==> src/rtl/trig_compare_if.sv <==
// Sample/threshold bundle between the ADC sample register and trig_compare,
// with the filtered level, trigger strobe and holdoff status returned.
interface trig_compare_if #(
  parameter int INPUT_WIDTH = 12,
  parameter int HYST_WIDTH  = 8,
  parameter int FILT_WIDTH  = 4,
  parameter int HOLD_WIDTH  = 16
);
  logic signed [INPUT_WIDTH-1:0] wave_in;
  logic signed [INPUT_WIDTH-1:0] trig_value;
  logic        [HYST_WIDTH-1:0]  hyst;
  logic        [FILT_WIDTH-1:0]  filt_len;
  logic        [1:0]             edge_sel;
  logic        [HOLD_WIDTH-1:0]  holdoff;
  logic                          level;
  logic                          trig_pulse;
  logic                          busy;

  modport master (
    output wave_in, trig_value, hyst, filt_len, edge_sel, holdoff,
    input  level, trig_pulse, busy
  );

  modport slave (
    input  wave_in, trig_value, hyst, filt_len, edge_sel, holdoff,
    output level, trig_pulse, busy
  );
endinterface

==> src/rtl/trig_compare.sv <==
// Hysteresis trigger comparator with consecutive-sample filter and edge strobe; level/pulse
// update on the edge sampling the qualifying sample, no backpressure. TRIG_HOLDOFF_EN builds holdoff/busy.
module trig_compare #(
  parameter int INPUT_WIDTH = 12,
  parameter int HYST_WIDTH  = 8,
  parameter int FILT_WIDTH  = 4,
  parameter int HOLD_WIDTH  = 16
) (
  input  logic          clk_in,
  input  logic          RST,
  trig_compare_if.slave bus
);
  localparam int AW = INPUT_WIDTH + 2;

  logic signed [AW-1:0]     wave_x, trig_x, hyst_x, hi_th, lo_th;
  logic                     cand_hi, cand_lo, opposite, toggle;
  logic                     rise_ev, fall_ev, edge_match, pulse_d;
  logic [FILT_WIDTH-1:0]    filt_thr, filt_cnt;
  logic [FILT_WIDTH:0]      cnt_next;
  logic                     level_q, trig_pulse_q, busy_w;

  // Two guard bits keep trig_value +/- hyst exact for any input.
  assign wave_x = {{2{bus.wave_in[INPUT_WIDTH-1]}}, bus.wave_in};
  assign trig_x = {{2{bus.trig_value[INPUT_WIDTH-1]}}, bus.trig_value};
  assign hyst_x = {{(AW-HYST_WIDTH){1'b0}}, bus.hyst};
  assign hi_th  = trig_x + hyst_x;
  assign lo_th  = trig_x - hyst_x;

  assign cand_hi  = wave_x > hi_th;
  assign cand_lo  = wave_x < lo_th;
  assign opposite = level_q ? cand_lo : cand_hi;

  assign filt_thr = (bus.filt_len == '0) ? FILT_WIDTH'(1) : bus.filt_len;
  assign cnt_next = {1'b0, filt_cnt} + (FILT_WIDTH+1)'(1);
  assign toggle   = opposite && (cnt_next >= {1'b0, filt_thr});

  assign rise_ev = toggle && !level_q;
  assign fall_ev = toggle && level_q;

  always_comb begin
    edge_match = 1'b0;
    case (bus.edge_sel)
      2'b00:   edge_match = rise_ev;
      2'b01:   edge_match = fall_ev;
      2'b10:   edge_match = toggle;
      default: edge_match = 1'b0;
    endcase
  end

  always_ff @(posedge clk_in or posedge RST) begin
    if (RST) begin
      level_q      <= 1'b0;
      filt_cnt     <= '0;
      trig_pulse_q <= 1'b0;
    end else begin
      trig_pulse_q <= pulse_d;
      if (toggle) begin
        level_q  <= ~level_q;
        filt_cnt <= '0;
      end else if (opposite) begin
        filt_cnt <= cnt_next[FILT_WIDTH-1:0];
      end else begin
        filt_cnt <= '0;
      end
    end
  end

`ifdef TRIG_HOLDOFF_EN
  logic [HOLD_WIDTH-1:0] hold_cnt;
  logic                  hold_ok;

  // Counter loads the cycle after the strobe so busy trails trig_pulse; the strobe cycle
  // itself is blocked unless holdoff is zero, giving a spacing of holdoff+1.
  assign hold_ok = (hold_cnt <= HOLD_WIDTH'(1)) && !(trig_pulse_q && (bus.holdoff != '0));
  assign pulse_d = edge_match && hold_ok;
  assign busy_w  = (hold_cnt != '0);

  always_ff @(posedge clk_in or posedge RST) begin
    if (RST) begin
      hold_cnt <= '0;
    end else if (trig_pulse_q) begin
      hold_cnt <= bus.holdoff;
    end else if (hold_cnt != '0) begin
      hold_cnt <= hold_cnt - HOLD_WIDTH'(1);
    end
  end
`else
  logic unused_holdoff;

  assign unused_holdoff = ^bus.holdoff;
  assign pulse_d        = edge_match;
  assign busy_w         = 1'b0;
`endif

  assign bus.level      = level_q;
  assign bus.trig_pulse = trig_pulse_q;
  assign bus.busy       = busy_w;
endmodule

==> src/flat_wrapper.sv <==
// flat-port wrapper written by rule: the top's interface ports become plain ports
module trig_compare_flat 
#(
  parameter int INPUT_WIDTH = 12,
  parameter int HYST_WIDTH  = 8,
  parameter int FILT_WIDTH  = 4,
  parameter int HOLD_WIDTH  = 16
)
  (clk_in, RST, bus_wave_in, bus_trig_value, bus_hyst, bus_filt_len, bus_edge_sel, bus_holdoff, bus_level, bus_trig_pulse, bus_busy);
  trig_compare_if #(.INPUT_WIDTH(INPUT_WIDTH), .HYST_WIDTH(HYST_WIDTH), .FILT_WIDTH(FILT_WIDTH), .HOLD_WIDTH(HOLD_WIDTH)) bus_i ();
  input  logic clk_in;
  input  logic RST;
  input wire logic [$bits(bus_i.wave_in)-1:0] bus_wave_in;
  input wire logic [$bits(bus_i.trig_value)-1:0] bus_trig_value;
  input wire logic [$bits(bus_i.hyst)-1:0] bus_hyst;
  input wire logic [$bits(bus_i.filt_len)-1:0] bus_filt_len;
  input wire logic [$bits(bus_i.edge_sel)-1:0] bus_edge_sel;
  input wire logic [$bits(bus_i.holdoff)-1:0] bus_holdoff;
  output wire logic [$bits(bus_i.level)-1:0] bus_level;
  output wire logic [$bits(bus_i.trig_pulse)-1:0] bus_trig_pulse;
  output wire logic [$bits(bus_i.busy)-1:0] bus_busy;
  assign bus_i.wave_in = bus_wave_in;
  assign bus_i.trig_value = bus_trig_value;
  assign bus_i.hyst = bus_hyst;
  assign bus_i.filt_len = bus_filt_len;
  assign bus_i.edge_sel = bus_edge_sel;
  assign bus_i.holdoff = bus_holdoff;
  assign bus_level = bus_i.level;
  assign bus_trig_pulse = bus_i.trig_pulse;
  assign bus_busy = bus_i.busy;
  trig_compare #(.INPUT_WIDTH(INPUT_WIDTH), .HYST_WIDTH(HYST_WIDTH), .FILT_WIDTH(FILT_WIDTH), .HOLD_WIDTH(HOLD_WIDTH)) u_core (.clk_in(clk_in), .RST(RST), .bus(bus_i));
endmodule
==> config.mk <==
export PLATFORM = sky130hd
export DESIGN_NAME = trig_compare_flat
export DESIGN_NICKNAME = d
export VERILOG_FILES = /design/src/rtl/trig_compare_if.sv /design/src/rtl/trig_compare.sv /design/src/flat_wrapper.sv
export SDC_FILE = /design/constraint.sdc
export NUM_CORES = 1
export LEC_CHECK = 0
export CORE_UTILIZATION = 48
export CTS_CLUSTER_DIAMETER = 100
export CTS_CLUSTER_SIZE = 25
export DETAILED_ROUTE_END_ITERATION = 12
export PLACE_DENSITY = 0.82
export SYNTH_ARGS = -nofsm -noshare
export SYNTH_HDL_FRONTEND = slang
export SYNTH_SLANG_ARGS = --single-unit
export TNS_END_PERCENT = 5
==> constraint.sdc <==
create_clock -name clk_in -period 2 [get_ports clk_in]
set_input_delay 0.2 -clock clk_in [delete_from_list [all_inputs] [get_ports clk_in]]
set_output_delay 0.2 -clock clk_in [all_outputs]
set_load 0.005 [all_outputs]
# Word-level counts from Yosys, hierarchy flattened
# Cells that the tools add are included.
[classes]
n_addsub = 3
order_cmp = 3
eq_ne = 2
muxes = 5
bitwise = 1
n_reduce_logical = 6
[ops]
columns = ["operator", "count"]
rows = [
  ["adder 12 x 9 -> 13 bit", 1],
  ["greater-than comparator 12 x 13 -> 1 bit", 1],
  ["< comparator 12 x 13 -> 1 bit", 1],
  ["subtractor 12 x 9 -> 13 bit", 1],
  ["2-to-1 mux 4 bit", 3],
  ["adder 4 x 1 -> 5 bit, second input constant", 1],
  [">= comparator 5 x 4 -> 1 bit", 1],
  ["logical NOT 4 bit", 1],
  ["logical AND 1 bit", 3],
  ["one-hot mux 1 bit (3 select lines)", 1],
  ["== test 2 x 1 -> 1 bit, second input constant", 1],
  ["== test 2 bit, second input constant", 1],
  ["logical NOT 2 bit", 1],
  ["logical NOT 1 bit", 1],
  ["2-to-1 mux 1 bit", 1],
  ["NOT 1 bit", 1],
]
[word_totals]
ff_bits = 6
inputBits = 56
out_inout_bits = 3

# Depth between registers and ports, before layout
# Gate-level depths: netlist of run 1.
[logic_depth]
depth_word = 6
mapped_depth = 16
ltp_nobuf = 16

# Worst setup path after synthesis of run 1
# Ideal clock, no wire load.
[synth_path]
path_type = "input to register"
start = "input bus_hyst[0]"
end = "register u_core.filt_cnt[0]"
setup_ns = 0.132
arrival_time_ns = 3.211
slack_ns = -1.342
cell_stages = 16
n_path_buf = 0
path_cell_list = "ha_1 -> inv_1 -> fa_1 -> o21ba_2 -> o21ai_1 -> a2111oi_0 -> a211o_1 -> nor2_1 -> xnor2_1 -> ha_1 -> nand4_2 -> nor2_1 -> or3_4 -> o31a_1 -> a211oi_4 -> nor3_1"
[synth_between]
elab_chain_cells = 5
elab_cells_between_ends = 8
cone_classes = "add/sub: 2; order compare: 2; mux: 3; reduce/logical: 1"
[synth_rtl]
columns = ["item", "line_no", "rtl"]
rows = [
  ["start: declaration", "flat_wrapper.sv:15", "input wire logic [$bits(bus_i.hyst)-1:0] bus_hyst;"],
  ["adder 12 x 9 -> 13 bit or subtractor 12 x 9 -> 13 bit (tied branches)", "trig_compare.sv:26, trig_compare.sv:27", ""],
  ["greater-than comparator 12 x 13 -> 1 bit or < comparator 12 x 13 -> 1 bit (tied branches)", "trig_compare.sv:29, trig_compare.sv:30", ""],
  ["2-to-1 mux 1 bit (*)", "trig_compare.sv:31", "assign opposite = level_q ? cand_lo : cand_hi;"],
  ["2-to-1 mux 4 bit or logical AND 1 bit (tied branches)", "trig_compare.sv:60, trig_compare.sv:35", ""],
  ["2-to-1 mux 4 bit (*)", "trig_compare.sv:57", "if (toggle) begin"],
  ["end signal: assignment", "trig_compare.sv:61", "filt_cnt <= cnt_next[FILT_WIDTH-1:0];"],
  ["end: declaration", "trig_compare.sv:18", "logic [FILT_WIDTH-1:0] filt_thr, filt_cnt;"],
]
# Mark *: on every way between the ends. The rest lies on a longest branch, timed or not.
# A chain may end at the register's enable or synchronous reset.

# Worst setup path after layout of run 1
[layout_path]
start = "input bus_hyst[2]"
end = "register u_core.filt_cnt[0]"
# Same word-level chain as after synthesis.

==> run summary, run 1 <==
Status -> finished with violations
Failing checks -> setup timing
Worst flop-to-flop path endpoint -> u_core.bus.level
Sequential share of the synthesized area -> 7.97%
GRT Overall Usage -> 26.2%
Unique masters post-synth -> 54
Power, Total -> 1.54 mW
Skew final -> 0.539 ps
RSZ-0062 raised after global routing -> yes
Seq cells post-synth -> 6
Final Non-Filler Cells -> 381
Synth async-reset ratio -> 100%
CTS Buffer Depth -> 2
Worst Hold Class -> input port to async pin
Critical R2R Launch -> u_core.filt_cnt[0]
Height of the die -> 64.6 um
Residual DRC -> 0
Area growth syn-to-layout -> 64.5%
Period utilisation layout -> 168%
Placed cell count -> 370
Net switching power -> 0.654 mW
Worst vdd ir -> 0.252 mV
Worst-path clk slew -> 30 ps
Worst Path Max Fanout -> 3
P per Cell Area -> 499 mW/mm2
Sequential power share -> 12.9%
Final #Nets -> 439
Synthesized netlist cell count -> 235
Initial drt markers -> 93
YS warnings -> 0
R2R Setup Slk -> -90 ps
Kind of critical path -> input port to flip-flop
Port bufs -> 41
Sw frac -> 42.3%
Ports -> 59
Vias after detailed routing -> 2145
Clock sinks -> 6
Clk_lat worst skew -> 220 ps
Pin count of the biggest net entering global routing -> 9
Comb power frac -> 75.4%
Initial Util -> 50.7%
Antenna violations before repair -> 0
Finish-stage setup viols -> 6
Ys flop type -> dfrtp_1
DP HPWL -> 4.01 mm
DR pass1 iterations -> 4
Post-synth EDFFs -> 0
P_leak -> 1.53 nW
# fillers -> 203
Row Count -> 22
Max H-tree Level -> 1
Antenna Diode Count -> 0
Int Pwr -> 0.891 mW
Crit. End Element -> flip-flop
Syn_nets -> 339
Total CTS buffers -> 3
CP Launch Type -> input port
Worst Path Required -> 2100 ps
WL/cell -> 16.0 um
Global-route wire length before repair -> 8.69 mm
Routability Congestion -> 0.885
Final min period -> 3360 ps
Vias in the first global route -> 2117
Die area -> 0.00418 mm2
Worst reg2reg path depth -> 8
Fmax -> 298 MHz
Clock group share of total power -> 11.7%
Core Region -> 0.00372 mm2
Arrival @ worst endpoint -> 3460 ps
Routed Antenna Nets -> 0
Gr ovfl total -> 0
Clk root buf -> clkbuf_8
Share of cells above drive strength 1 -> 35.1%
Final Hold Viols -> 0
DIE WIDTH -> 64.6 um
Maximum capacitance violations -> 0
CTS tree -> yes
Max-slew violations -> 0
Final wirelength -> 6.08 mm
Setup ws final -> -1360 ps
Avg Synthesized Cell Area -> 8.01 um2
Vias/cell -> 5.63
Netlist Area Pre-Place -> 0.00188 mm2
[worst max path at each step]
stage,cells past startpoint,from,slack (ps),end
3_3_place_gp,17,bus_hyst[0],-1800,u_core.filt_cnt[2]
2_1_floorplan,16,bus_hyst[0],-1190,u_core.filt_cnt[2]
4_1_cts,17,bus_trig_value[0],-1310,u_core.filt_cnt[3]
3_5_place_dp,18,bus_hyst[0],-1850,u_core.filt_cnt[0]
6_report,18,bus_hyst[2],-1360,u_core.filt_cnt[0]
5_1_grt,17,bus_hyst[6],-1570,u_core.filt_cnt[1]
[cell type report]
| class | count | area, um2 | area share, % |
|---|---|---|---|
| clock buffer | 3 | 41.3 | 1.33 |
| multi-input combinational | 196 | 1870 | 60.3 |
| inverter | 26 | 97.6 | 3.15 |
| timing repair buffer | 102 | 881 | 28.4 |
| sequential | 6 | 150 | 4.85 |
| tap | 48 | 60.1 | 1.94 |
[per-stage QoR]
step | TNS (ps) | util, % | hold slack (ps) | setup slack (ps) | area, um2
final | -8070 | 83.3 | 191 | -1360 | 3100
after global routing | -9350 | 83.3 | 215 | -1570 | 3100
after CTS | -7700 | 78.4 | 195 | -1310 | 2910
after detailed placement | -11000 | 73.4 | 422 | -1850 | 2730
after global placement | -10680 | 73.4 | 422 | -1800 | 2730
after floorplan | -6850 | - | -9.04 | -1190 | 1890
[flip-flops by register name (all words and copies together), names as in the netlist]
signal and cells:
u_core.bus.trig_pulse 1, u_core.bus.level 1, u_core.filt_cnt 4
[synthesized netlist by cell type, drive strengths merged (4+ instances only)]
cell,n,area share (%)
a21o,4,1.6
a21oi,15,4.0
and3,4,1.3
clkbuf,4,0.80
dfrtp,6,8.0
ha,46,31
inv,26,5.2
nand2,13,2.6
nand2b,4,1.3
nand3,7,1.9
nor2,15,3.0
nor3,11,3.2
nor3b,4,1.9
o21ai,8,2.1
xnor2,16,7.4
xor2,6,2.8
[layout by cell type, fill, tap and decap left out, types with 4 or more instances in the layout]
cell / netlist / layout
dfrtp_1: 6 / 6
o21ai_0: 6 / 6
nand2b_1: 4 / 4
xnor2_1: 16 / 14
nand2_1: 13 / 13
dlygate4sd2_1: 0 / 5
inv_2: 0 / 6
nand3_1: 7 / 7
nor3_1: 10 / 8
ha_4: 0 / 8
clkdlybuf4s50_1: 0 / 29
inv_1: 26 / 20
buf_4: 1 / 58
ha_1: 46 / 36
a21oi_2: 0 / 5
a21o_1: 4 / 4
xor2_1: 6 / 6
a21oi_1: 15 / 9
and3_1: 4 / 4
nor2_1: 15 / 13
[worst max-delay path: stages]
cell,delay [ps]
dlygate4sd2_1,240
buf_4,130
ha_2,170
o21ba_4,240
o21ai_4,70
a2111oi_4,320
a211o_1,250
nor2_2,70
xnor2_2,130
ha_1,330
buf_4,150
a21o_1,170
a21oi_1,180
inv_1,90
o31a_1,330
a211oi_4,210
buf_6,150
nor3_2,40
[power groups by stage]
stage / combinational [mW] / clock, mW / sequential (mW)
floorplan: 0.562 / 0 / 0.185
global route: 1.26 / 0.197 / 0.201
global placement: 0.899 / 0 / 0.193
finish: 1.16 / 0.181 / 0.199
detailed placement: 0.940 / 0 / 0.196
CTS: 1.00 / 0.183 / 0.196
[repair_timing]
action | in CTS | in global routing
gates resized for setup | 53 | 27
pin swaps | 26 | 27
buffers inserted | 1 | 7
endpoints found under the setup margin | 6 | 6
hold buffers | 0 | 0
[cells by family (layout without fill, tap and decap cells)]
family | Yosys count | in the layout | synth area share (%)
simple gates | 72 | 72 | 21.3
buf+inv | 33 | 131 | 6.91
flops | 6 | 6 | 7.97
xor+xnor | 22 | 22 | 10.2
fa+ha+maj | 48 | 48 | 32.7
other cells | 1 | 1 | 0.199
compound gates | 53 | 53 | 20.7
[layer usage]
| layer | track usage, % | part of all wire (%) | vias to the layer above |
|---|---|---|---|
| li1 | - | - | 1028 |
| met1 | 26.6 | 36 | 1001 |
| met2 | 52.8 | 55 | 84 |
| met3 | 2.46 | 3.8 | 32 |
| met4 | 11.9 | 4.7 | 0 |
| met5 | 0 | 0 | - |
No activity file was read; power rests on OpenSTA's default activity.
==> inputs of run 2 (changes only) <==
--- a/config.mk
+++ b/config.mk
@@ -10,6 +10,7 @@
 export CTS_CLUSTER_SIZE = 25
 export DETAILED_ROUTE_END_ITERATION = 12
 export PLACE_DENSITY = 0.82
+export REMOVE_ABC_BUFFERS = 1
 export SYNTH_ARGS = -nofsm -noshare
 export SYNTH_HDL_FRONTEND = slang
 export SYNTH_SLANG_ARGS = --single-unit
==> run 2 against run 1 <==
The run still ends with setup timing left. Cell count down 0.26%. Register-to-register slack worse by 60 ps. Critical path type unchanged. Worst setup slack worse by 20 ps. Clock power about the same. Routed wire length down 5.2%.
==> run summary, run 2 (same netlist as run 1, synthesis figures left out) <==
Pin count of the biggest net entering global routing -> 9
Core Region -> 0.00372 mm2
Skew final -> 1.09 ps
Port bufs -> 41
Die area -> 0.00418 mm2
R2R Setup Slk -> -150 ps
Routed Antenna Nets -> 0
Commonest non-fill, non-tap cells in the layout -> buf_4, ha_1, clkdlybuf4s50_1
Vias after detailed routing -> 2101
Sw frac -> 42.2%
Worst Hold Class -> input port to async pin
Vias/cell -> 5.53
Comb power frac -> 74.0%
Setup ws final -> -1380 ps
Kind of critical path -> input port to flip-flop
Worst Path Required -> 2090 ps
Finish-stage setup viols -> 6
Commonest non-fill, non-tap cell in the layout -> buf_4
WL/cell -> 15.2 um
Worst vdd ir -> 0.224 mV
RSZ-0062 raised after global routing -> yes
Cts hold-fix bufs -> 0
# fillers -> 215
Residual DRC -> 0
Final min period -> 3380 ps
CP Launch Type -> input port
GRT Overall Usage -> 27.8%
Gr ovfl total -> 0
DIE WIDTH -> 64.6 um
Net switching power -> 0.617 mW
P per Cell Area -> 483 mW/mm2
Initial Util -> 50.7%
Register Area -> 150 um2
Failing checks -> setup timing
CTS Buffer Depth -> 2
Global-route wire length before repair -> 9.19 mm
Total CTS buffers -> 3
Fin Setup TNS -> -8070 ps
Initial drt markers -> 113
Fmax -> 296 MHz
Worst path slowest cell -> a211oi_4
Clk root buf -> clkbuf_8
Clk_lat worst skew -> 230 ps
Max-slew violations -> 0
Final hold slack -> 192 ps
Final Hold Viols -> 0
Row Count -> 22
Sequential power share -> 13.4%
DR pass1 iterations -> 4
Status -> finished with violations
P_leak -> 1.48 nW
Routability Congestion -> 0.858
Area growth syn-to-layout -> 60.7%
Maximum capacitance violations -> 0
CP Buf/Inv Count -> 2
Worst Path Max Fanout -> 5
Max stage delay on crit path -> 390 ps
Biggest register -> u_core.filt_cnt
Height of the die -> 64.6 um
Vias in the first global route -> 2214
Final core occ -> 81.4%
Multi-input gate area in the final layout -> 0.00182 mm2
Crit. End Element -> flip-flop
Clock group share of total power -> 12.6%
Arrival @ worst endpoint -> 3470 ps
Antenna Diode Count -> 0
Share of cells above drive strength 1 -> 32.8%
DP HPWL -> 4.00 mm
Int Pwr -> 0.845 mW
Final #Nets -> 438
Final wirelength -> 5.77 mm
Antenna violations before repair -> 0
Clock sinks -> 6
Critical R2R Launch -> u_core.filt_cnt[0]
Ports -> 59
Worst-path clk slew -> 40 ps
Crit path cell chain -> buf_8, ha_4, inv_2, fa_2, o21ba_4, o21ai_4, a2111oi_4, a211o_1, nor2_1, xnor2_1, ha_1, nand4_2, nor2_1, or3_4, o31a_1, a211oi_4, nor3b_2
Max H-tree Level -> 1
CTS tree -> yes
Critical path's top delay family -> compound AO/OA/AOI/OAI gates
Most used cell, CP -> nor2_1
Period utilisation layout -> 169%
Crit path from -> bus_hyst[0]
Largest register FFs -> 4
## run 2: path summary, 6_finish.rpt
path / to / cells after the start
max: u_core.filt_cnt[1] / 17
min: u_core.bus.level / 2
max reg2reg: u_core.bus.level / 8
min reg2reg: u_core.filt_cnt[0] / 1
max in group asynchronous: u_core.filt_cnt[1] / 2
min in group clk_in: u_core.filt_cnt[0] / 1
## run 2: routing by layer
layer  track usage, %  part of all wire [%]  vias to the layer above
met4             12.5                   4.0                        0
met1             27.8                    40                      977
met5                0                     0                        -
met3             4.05                   3.4                       25
met2             55.5                    53                       70
li1                 -                     -                     1029
## run 2: through the flow
| step | cells | setup WS (ps) | total power [mW] | area, um2 |
|---|---|---|---|---|
| after floorplan | 228 | -1340 | 0.740 | 1850 |
| after global placement | 370 | -1970 | 1.08 | 2720 |
| after detailed placement | 370 | -2100 | 1.13 | 2720 |
| after CTS | 378 | -1300 | 1.39 | 2950 |
| after global routing | 380 | -1520 | 1.59 | 3030 |
| final | 380 | -1380 | 1.46 | 3030 |
## run 2: repair_timing
action | in CTS | in global routing
gates resized for setup | 58 | 13
endpoints found under the hold margin | 0 | 0
pin swaps | 22 | 21
endpoints found under the setup margin | 6 | 6
buffers inserted | 5 | 2
## run 2: cell type report
cell class,count,share of cell area [%]
Clock buffer,3,1.36
Tap cell,48,1.99
Timing Repair Buffer,101,28.4
Inverter,26,3.23
Sequential cell,6,4.96
Multi-Input combinational cell,196,60.1
## run 2: power by group through the flow
stage / combinational [mW] / sequential, mW / clock (mW)
after floorplan: 0.554 / 0.185 / 0
after global routing: 1.19 / 0.199 / 0.197
final: 1.08 / 0.196 / 0.184
after global placement: 0.891 / 0.192 / 0
after CTS: 1.01 / 0.194 / 0.181
after detailed placement: 0.933 / 0.195 / 0
==> inputs of run 3 (changes only) <==
--- a/config.mk
+++ b/config.mk
@@ -14,4 +14,4 @@
 export SYNTH_ARGS = -nofsm -noshare
 export SYNTH_HDL_FRONTEND = slang
 export SYNTH_SLANG_ARGS = --single-unit
-export TNS_END_PERCENT = 5
+export TNS_END_PERCENT = 30
==> results of run 3 <==
Same layout as run 2: the final DEF is identical, and so are final timing and power.
